$ cat src/rtl/pkt_stream_pkg.sv
// Shared types, default widths and LFSR tap masks for the packet stream generator.
package pkt_stream_pkg;

    typedef enum logic [1:0] {
        IDLE,
        SEND,
        GAP
    } state_e;

    localparam int DEF_DATA_W = 8;
    localparam int DEF_LEN_W  = 8;
    localparam int DEF_GAP_W  = 8;
    localparam int DEF_CNT_W  = 16;

    localparam logic [31:0] TAPS_8  = 32'h0000_00B8;
    localparam logic [31:0] TAPS_16 = 32'h0000_B400;
    localparam logic [31:0] TAPS_32 = 32'h8020_0003;

    // Maximal-length Fibonacci tap masks; unsupported widths fall back to 8-bit taps.
    function automatic logic [31:0] lfsr_taps(input int w);
        logic [31:0] t;
        case (w)
            16:      t = TAPS_16;
            32:      t = TAPS_32;
            default: t = TAPS_8;
        endcase
        return t;
    endfunction

endpackage

$ cat src/rtl/pkt_stream_gen_lfsr.sv
// Fibonacci LFSR, left-shifting, seeded to all-ones on reset.
module pkt_lfsr
    import pkt_stream_pkg::*;
#(
    parameter int W = 8
) (
    input  logic         clk,
    input  logic         rst,
    input  logic         step,
    output logic [W-1:0] q
);

    localparam logic [W-1:0] TAPS = W'(lfsr_taps(W));

    logic [W-1:0] lfsr_q, lfsr_d;

    always_comb begin
        lfsr_d = lfsr_q;
        if (step) begin
            lfsr_d = {lfsr_q[W-2:0], ^(lfsr_q & TAPS)};
        end
    end

    always_ff @(posedge clk) begin
        if (rst) begin
            lfsr_q <= '1;
        end else begin
            lfsr_q <= lfsr_d;
        end
    end

    assign q = lfsr_q;

endmodule

$ cat src/rtl/pkt_stream_gen.sv
// Programmable packet-stream source: length, gap, enable/drain and packet counter.
// Define PKT_STREAM_GEN_LFSR_EN to add the mode input selecting LFSR payload.
module pkt_stream_gen
    import pkt_stream_pkg::*;
#(
    parameter int DATA_W = DEF_DATA_W,
    parameter int LEN_W  = DEF_LEN_W,
    parameter int GAP_W  = DEF_GAP_W,
    parameter int CNT_W  = DEF_CNT_W
) (
    input  logic              clk,
    input  logic              rst,
    input  logic              en,
    input  logic [LEN_W-1:0]  pkt_len,
    input  logic [GAP_W-1:0]  gap_len,
`ifdef PKT_STREAM_GEN_LFSR_EN
    input  logic              mode,
`endif
    output logic              m_valid,
    input  logic              m_ready,
    output logic [DATA_W-1:0] m_data,
    output logic              m_last,
    output logic              busy,
    output logic [CNT_W-1:0]  pkt_cnt
);

    state_e             state_q, state_d;
    logic [LEN_W-1:0]   len_q, len_d;
    logic [LEN_W-1:0]   beat_q, beat_d;
    logic [GAP_W-1:0]   gapl_q, gapl_d;
    logic [GAP_W-1:0]   gcnt_q, gcnt_d;
    logic [DATA_W-1:0]  data_q, data_d;
    logic [CNT_W-1:0]   cnt_q, cnt_d;
    logic               fire;
    logic               last;
    logic               start;

    // Valid is a pure function of registered state, so ready never reaches it.
    assign m_valid = (state_q == SEND);
    assign last    = (beat_q == len_q - LEN_W'(1));
    assign fire    = m_valid && m_ready;
    assign m_last  = m_valid && last;
    assign busy    = (state_q != IDLE);
    assign pkt_cnt = cnt_q;

    always_comb begin
        state_d = state_q;
        len_d   = len_q;
        beat_d  = beat_q;
        gapl_d  = gapl_q;
        gcnt_d  = gcnt_q;
        data_d  = data_q;
        cnt_d   = cnt_q;
        start   = 1'b0;
        unique case (state_q)
            IDLE: begin
                if (en) begin
                    start   = 1'b1;
                    state_d = SEND;
                end
            end
            SEND: begin
                if (fire) begin
                    beat_d = beat_q + LEN_W'(1);
                    data_d = data_q + DATA_W'(1);
                    if (last) begin
                        cnt_d = cnt_q + CNT_W'(1);
                        if (gapl_q != '0) begin
                            state_d = GAP;
                            gcnt_d  = '0;
                        end else if (en) begin
                            start = 1'b1;
                        end else begin
                            state_d = IDLE;
                        end
                    end
                end
            end
            GAP: begin
                if (gcnt_q == gapl_q - GAP_W'(1)) begin
                    if (en) begin
                        start   = 1'b1;
                        state_d = SEND;
                    end else begin
                        state_d = IDLE;
                    end
                end else begin
                    gcnt_d = gcnt_q + GAP_W'(1);
                end
            end
            default: state_d = IDLE;
        endcase
        // A zero length would never hit its last beat, so it runs as one beat.
        if (start) begin
            len_d  = (pkt_len == '0) ? LEN_W'(1) : pkt_len;
            gapl_d = gap_len;
            beat_d = '0;
        end
    end

    always_ff @(posedge clk) begin
        if (rst) begin
            state_q <= IDLE;
            len_q   <= '0;
            beat_q  <= '0;
            gapl_q  <= '0;
            gcnt_q  <= '0;
            data_q  <= '0;
            cnt_q   <= '0;
        end else begin
            state_q <= state_d;
            len_q   <= len_d;
            beat_q  <= beat_d;
            gapl_q  <= gapl_d;
            gcnt_q  <= gcnt_d;
            data_q  <= data_d;
            cnt_q   <= cnt_d;
        end
    end

`ifdef PKT_STREAM_GEN_LFSR_EN
    logic              mode_q;
    logic [DATA_W-1:0] lfsr;

    pkt_lfsr #(
        .W (DATA_W)
    ) u_lfsr (
        .clk  (clk),
        .rst  (rst),
        .step (fire),
        .q    (lfsr)
    );

    always_ff @(posedge clk) begin
        if (rst) begin
            mode_q <= 1'b0;
        end else if (start) begin
            mode_q <= mode;
        end
    end

    assign m_data = mode_q ? lfsr : data_q;
`else
    assign m_data = data_q;
`endif

endmodule

$ cat config.mk
export PLATFORM = sky130hd
export DESIGN_NAME = pkt_stream_gen
export DESIGN_NICKNAME = d
export VERILOG_FILES = /design/src/rtl/pkt_stream_pkg.sv /design/src/rtl/pkt_stream_gen_lfsr.sv /design/src/rtl/pkt_stream_gen.sv
export SDC_FILE = /design/constraint.sdc
export NUM_CORES = 1
export LEC_CHECK = 0
export ABC_CLOCK_PERIOD_IN_PS = 6200
export CAP_MARGIN = 20
export CORE_UTILIZATION = 30
export CTS_BUF_LIST = sky130_fd_sc_hd__clkbuf_16
export CTS_CLUSTER_SIZE = 8
export DETAILED_ROUTE_END_ITERATION = 8
export PLACE_DENSITY = 0.47
export REMOVE_ABC_BUFFERS = 1
export SLEW_MARGIN = 10
export SYNTH_ARGS = -nofsm -noshare
export SYNTH_HDL_FRONTEND = slang
export SYNTH_HIERARCHICAL = 1
export SYNTH_SLANG_ARGS = --single-unit
$ cat constraint.sdc
create_clock -name clk -period 6.2 [get_ports clk]
set_clock_uncertainty 0.1 [all_clocks]
set_input_delay 0.62 -clock clk [delete_from_list [all_inputs] [get_ports clk]]
set_output_delay 0.62 -clock clk [all_outputs]
set_load 0.02 [all_outputs]
==> impl_metrics.tcl <==
set metrics [dict create \
    vias_per_cell 4.882 \
    yosys.area.top_type_share_pct 38.03 \
    die_h_um 102.9 \
    die_w_um 102.9 \
    clock.fmax_mhz 268.9 \
    cts_sinks 58 \
    post_drt_wl_per_cell_um 14.49 \
    yosys_warnings 6 \
    clkPwrFrac_pct 51.5 \
    antenna_cells 0 \
    initial_core_util_pct 31.09 \
    clkLatencyLatePin_ps 330 \
    cts_made_buffers 9 \
    dr.max_layer_used "met4" \
    ys_types 47 \
    syn2layout_area_growth_pct 28.81 \
    tns_ps 0 \
    synth-edff-count 0 \
    synth.most_common_cell "dfxtp_1" \
    htreeDepth 3 \
    hold_buffers 0 \
    drive_gt1_share_pct 5.839 \
    nNetsFinal 433 \
    worstMarginPinSlew_ps 1005 \
    dr.pass1.iters 4 \
    arrival_ps 3000 \
    antenna_left 0 \
    grt_pass1_wl_mm 12.90 \
    rows 36 \
    cts_resized 0 \
    ir_drop_mv 0.1390 \
    drtIter0Drc 138 \
    synthTopCellsByArea "dfxtp_1 (38%), xor2_1 (8.0%), xnor2_1 (4.9%), a21oi_1 (4.8%), nand3_1 (4.4%)" \
    gp_congestion 0.8507 \
    maxSlewViolCount 0 \
    grt_max_degree 53 \
    grt_pass1_vias 2511 \
    io_buffers 46 \
    setup.worst_path.class "register to output port" \
    synth-async-reset-ratio_pct 0 \
    dr_wl_met2_mm 3.302 \
    cellPowerDensity_nw_per_um2 256.3 \
    vias 2656 \
    n_fill_cell 1044 \
    cts_tree "done" \
    fin_crit_ps 3718 \
    holdWs_ps 379.3 \
    maxSlewHeadroom_pct 32.98 \
    period_share_pct 59.97 \
    cts_root_buf "clkbuf_16" \
    drt-met1-wl_mm 4.107 \
    cp-end-kind "output port" \
    hp-class "register to register" \
    switching_share_pct 23.42 \
    path_clk_slew_ps 50 \
    postCtsSetupBuffers 0 \
    yosysSeqAreaShare_pct 38.03 \
    synth_largest_area_cell "dfxtp_1" \
    finalSetupViolations 0 \
    maxCapViolations 0 \
    p_leak_nw 1.388 \
    totalWireLength_mm 7.885 \
    route.met3.wl_um 363 \
    ios 47 \
    grt_usage_pct 16.10 \
    internal_power_w 0.0007719 \
    die-area_um2 10580 \
    grt.overflow.total 0 \
    synth.ff_latch_count 58 \
    route.detailed.drc 0 \
    synth_cells 364 \
    seqPwrFrac_pct 39.0 \
    ys.flop_type "dfxtp_1" \
    required_ps 5480 \
    cp-start-kind "register" \
    status "complete, no violations" \
    hold_viol_final 0 \
    antenna_found_initial 0 \
    cp_max_fo 4 \
    core_area_um2 9819 \
    dp_hpwl_mm 5.381 \
    p_sw_w 0.0002360 \
    syn_area_per_cell_um2 8.387 \
    synth_commonest_cells "dfxtp_1 (58), nor2_1 (32), a21oi_1 (29), xor2_1 (28), nand3_1 (27)" \
    clock_path_buffers 2 \
    rsz0062_at_grt "no" \
    netlist_area_um2 3053 \
    pwr-share-comb_pct 9.4 \
]
-- power by group through the flow --
| stage | logic, W | registers (W) | clock network, W |
|---|---|---|---|
| 6_report | 0.0000952 | 0.000393 | 0.000519 |
| 3_3_place_gp | 0.0000946 | 0.000401 | 0 |
| 4_1_cts | 0.0000960 | 0.000393 | 0.000536 |
| 2_1_floorplan | 0.0000586 | 0.000398 | 0 |
| 3_5_place_dp | 0.0000952 | 0.000401 | 0 |
| 5_1_grt | 0.000106 | 0.000395 | 0.000550 |
-- critical path, stage by stage, from the launching register on --
cell and delay, ps:
dfxtp_1 390, inv_1 60, ha_1 300, xor2_1 150, o211ai_1 110, or4_4 550
a211oi_1 320, and2_1 180, clkdlybuf4s50_1 600
-- final timing paths --
check        cells after the start  slack, ps        start     endpoint
max                              8       2480     len_q[0]       m_last
min reg2reg                      2        380  pkt_cnt[15]  pkt_cnt[15]
max reg2reg                     10       2680     len_q[0]     len_q[0]
min                              2        380  pkt_cnt[15]  pkt_cnt[15]
-- cells in the final DEF (no fill, tap or decap), drive strengths merged, types with 3 or more instances in the layout --
cell            n
xnor2          17
nor2b           4
a21oi          29
clkdlybuf4s50  45
nor4            4
buf             3
and2            7
nor3           17
and3            9
ha              7
a211oi          4
clkinv          3
nor4b           3
nand3          27
mux2i           3
clkbuf          9
inv             9
nor2           32
nand4          12
dfxtp          58
o21ai          22
or3             5
xor2           28
nand2b          5
nand2          20
-- state kept, by name (all words and copies together), names as in the netlist --
signal / cells
pkt_cnt: 16
beat_q: 8
gapl_q: 8
gcnt_q: 8
len_q: 8
m_data: 8
state_q: 2
-- through the flow --
stage	setup WS (ps)	instances	total power (W)	cell area, um^2	utilization, %
after CTS	2461	544	0.001025	3933	40.05
after floorplan	2961	347	0.0004570	2985	-
after global routing	2307	544	0.001051	3933	40.05
final	2482	544	0.001008	3933	40.05
after detailed placement	2675	528	0.0004962	3622	36.89
after global placement	2794	528	0.0004954	3622	36.89
-- per-layer routing --
metal	vias up	track usage [%]
li1	1375	-
met1	1218	22.97
met2	55	22.67
met3	8	4.475
met4	0	6.501
met5	-	0
-- cell families (layout without fill, tap and decap cells) --
kind of cell | count (synthesis) | after routing | share of synthesized area, %
compound gates | 69 | 69 | 14.18
buf+inv | 25 | 72 | 3.197
flops | 58 | 58 | 38.03
simple gates | 156 | 156 | 27.46
mux | 4 | 4 | 1.352
xor+xnor | 45 | 45 | 12.91
fa+ha+maj | 7 | 7 | 2.869
-- final cells by class --
cell class	instances	area, um^2	share of cell area [%]
clock inverters	7	85.08	2.164
repair buffers	48	470.5	11.96
inverters	8	30.03	0.7636
well taps	133	166.4	4.232
clock buffers	9	225.2	5.727
multi-input cells	281	1794	45.63
flip-flops and latches	58	1161	29.53
(Power assumes the default switching activity.)
==> patch: new RTL, same settings <==
`data_q` no longer has a reset.
--- a/src/rtl/pkt_stream_gen.sv
+++ b/src/rtl/pkt_stream_gen.sv
@@ -107,3 +107,2 @@
             gcnt_q  <= '0;
-            data_q  <= '0;
             cnt_q   <= '0;
@@ -115,5 +114,8 @@
             gcnt_q  <= gcnt_d;
-            data_q  <= data_d;
             cnt_q   <= cnt_d;
         end
+    end
+
+    always_ff @(posedge clk) begin
+        data_q <= data_d;
     end
Behaviour: differs if rst is asserted again (counterexample within 4 cycles, from zero or initial values and one cycle with rst high); with rst held inactive, the same outputs for 4 cycles.
==> patch against the original RTL <==
Combinational power increased by 16%. Count of clock-buffer cells in the layout unchanged. Routed wire length decreased by 14%. Synthesized cell count decreased by 8.0%. Sequential share of layout area increased by 1.8 points. Worst setup slack improved by 0.22 ns. First-iteration DRC count decreased by 67%. Sequential cell count unchanged. Synthesized area increased by 0.98%. Cell count decreased by 4.6%. Total power increased by 3.9%. Register-to-register slack improved by 0.63 ns. Final area increased by 0.86%. Utilization increased by 0.16 points.
==> patch: results (changes against the original RTL) <==
| Metric | Value |
|---|---|
| Via density | `4.95 (+1.4%)` |
| Number of synthesized flops with an enable pin | `8 (+8)` |
| Placed Cells | `503 (-4.7%)` |
| Post-synth top cells | `dfxtp_1 (50), nor2_1 (26), a21oi_1 (22)` |
| Worst vdd ir | `94.1 uV (-32%)` |
| Vias in the first global route | `2421 (-3.6%)` |
| Largest net degree at the start of global routing | `24 (-55%)` |
| Clock H-tree levels | `3 (unchanged)` |
| Layout cell share with drive strength beyond 1 | `8.03% (+2.2 points)` |
| Top_reg_cell synth | `dfxtp_1` |
| Final RePlAce weighted congestion | `0.812 (-4.5%)` |
| Synth Instances | `335 (-8.0%)` |
| Post_cts resized | `0 (unchanged)` |
| CTS clk-pin slew, worst paths | `0.05 ns (about the same)` |
| Final wirelength | `6750 um (-14%)` |
| Post-synthesis compound-gate area fraction | `18.1% (+3.9 points)` |
| Global-route wire length before repair | `11600 um (-10%)` |
| Max reg flops | `16 (unchanged)` |
| Worst reg2reg path depth | `9 (-1)` |
| Filler cell count | `986 (-5.6%)` |
| Nets | `408 (-5.8%)` |
| WL/cell | `13.0 um (-10%)` |
| Synth Area in XOR/XNOR | `9.38% (-3.5 points)` |
| Post-CTS Setup Inserts | `0 (unchanged)` |
| IO Port Bufs | `46 (unchanged)` |
| Top post-synthesis cells by area | `dfxtp_1 (32%), edfxtp_1 (7.8%), xnor2_1 (5.4%), a22o_1 (4.3%), xor2_1 (4.0%)` |
| Critical path arrival | `2.77 ns (-0.23 ns)` |
| Synth Area in Adders | `2.84% (-0.028 points)` |
| Crit-path leading delay family | `buffers and inverters` |
| Part of the Yosys area used for sequential elements | `40.3% (+2.2 points)` |
| Outcome | `finished clean` |
| Synth cell types | `57 (+21%)` |
| Rel. slew slack | `53.8% (+21 points)` |
| Cell leakage power | `1.37 nW (-1.6%)` |
| Total track usage | `14.0% (-2.1 points)` |
| Initial antenna violation count | `0 (unchanged)` |
| Crit Path Max Fanout | `9 (+5)` |
| Mux cell area share after synthesis | `0.649% (-0.70 points)` |
| DR iter-0 viols | `45 (-67%)` |
| Final HPWL DP | `5020 um (-6.8%)` |
## patch: worst register-to-register path: cells and delay by family, from the launching register on
kind | cells | cell delay [ns]
AOI/OAI and AO/OA | 3 | 1.21
DFF | 1 | 0.45
adders and majority gates | 1 | 0.31
muxes | 1 | 0.26
and+or+nand+nor | 2 | 0.21
xor gates and xnor gates | 1 | 0.13
buffers and inverters | 1 | 0.10
## patch: area by class of cell
cell class	count	area [um^2]	share of cell area (%)
clock buffers	9	225	5.68
clock inverters	7	93.8	2.37
inverters	11	41.3	1.04
multi-input cells	254	1730	43.6
flip-flops and latches	58	1240	31.3
well taps	133	166	4.20
repair buffers	47	468	11.8
## patch: metal layers
layer | up-vias | GRT usage (%) | part of all wire, %
met4 | 0 | 4.55 | 1.1
met5 | - | 0 | 0
li1 | 1329 | - | -
met1 | 1190 | 17.8 | 48
met2 | 44 | 22.7 | 47
met3 | 6 | 3.97 | 3.7
## patch: kinds of logic after synthesis
family / Yosys count
xor+xnor: 33
compound gates: 78
fa+ha+maj: 7
mux: 2
buf+inv: 23
flops: 58
simple gates: 134
## patch: metrics by stage
step	instance area, um^2	setup WS, ns	power, W	utilization, %
floorplan	3010	3.71	0.000487	-
global placement	3650	3.05	0.000526	37.0
detailed placement	3650	3.03	0.000527	37.0
CTS	3970	2.68	0.00106	40.2
global route	3970	2.51	0.00109	40.2
finish	3970	2.71	0.00105	40.2
## patch: worst paths after layout
kind	start	slack, ns	endpoint
setup / recovery	len_q[0]	2.71	m_last
hold / removal	pkt_cnt[15]	0.39	pkt_cnt[15]
setup reg to reg	gapl_q[0]	3.31	gcnt_q[1]
hold reg to reg	pkt_cnt[15]	0.39	pkt_cnt[15]
## patch: report_power, final
part / leakage [nW] / internal, W / switching, W / total [W]
combinational: 0.735 / 0.0000534 / 0.0000567 / 0.000110
sequential: 0.479 / 0.000392 / 0.0000154 / 0.000407
clock: 0.151 / 0.000350 / 0.000179 / 0.000530
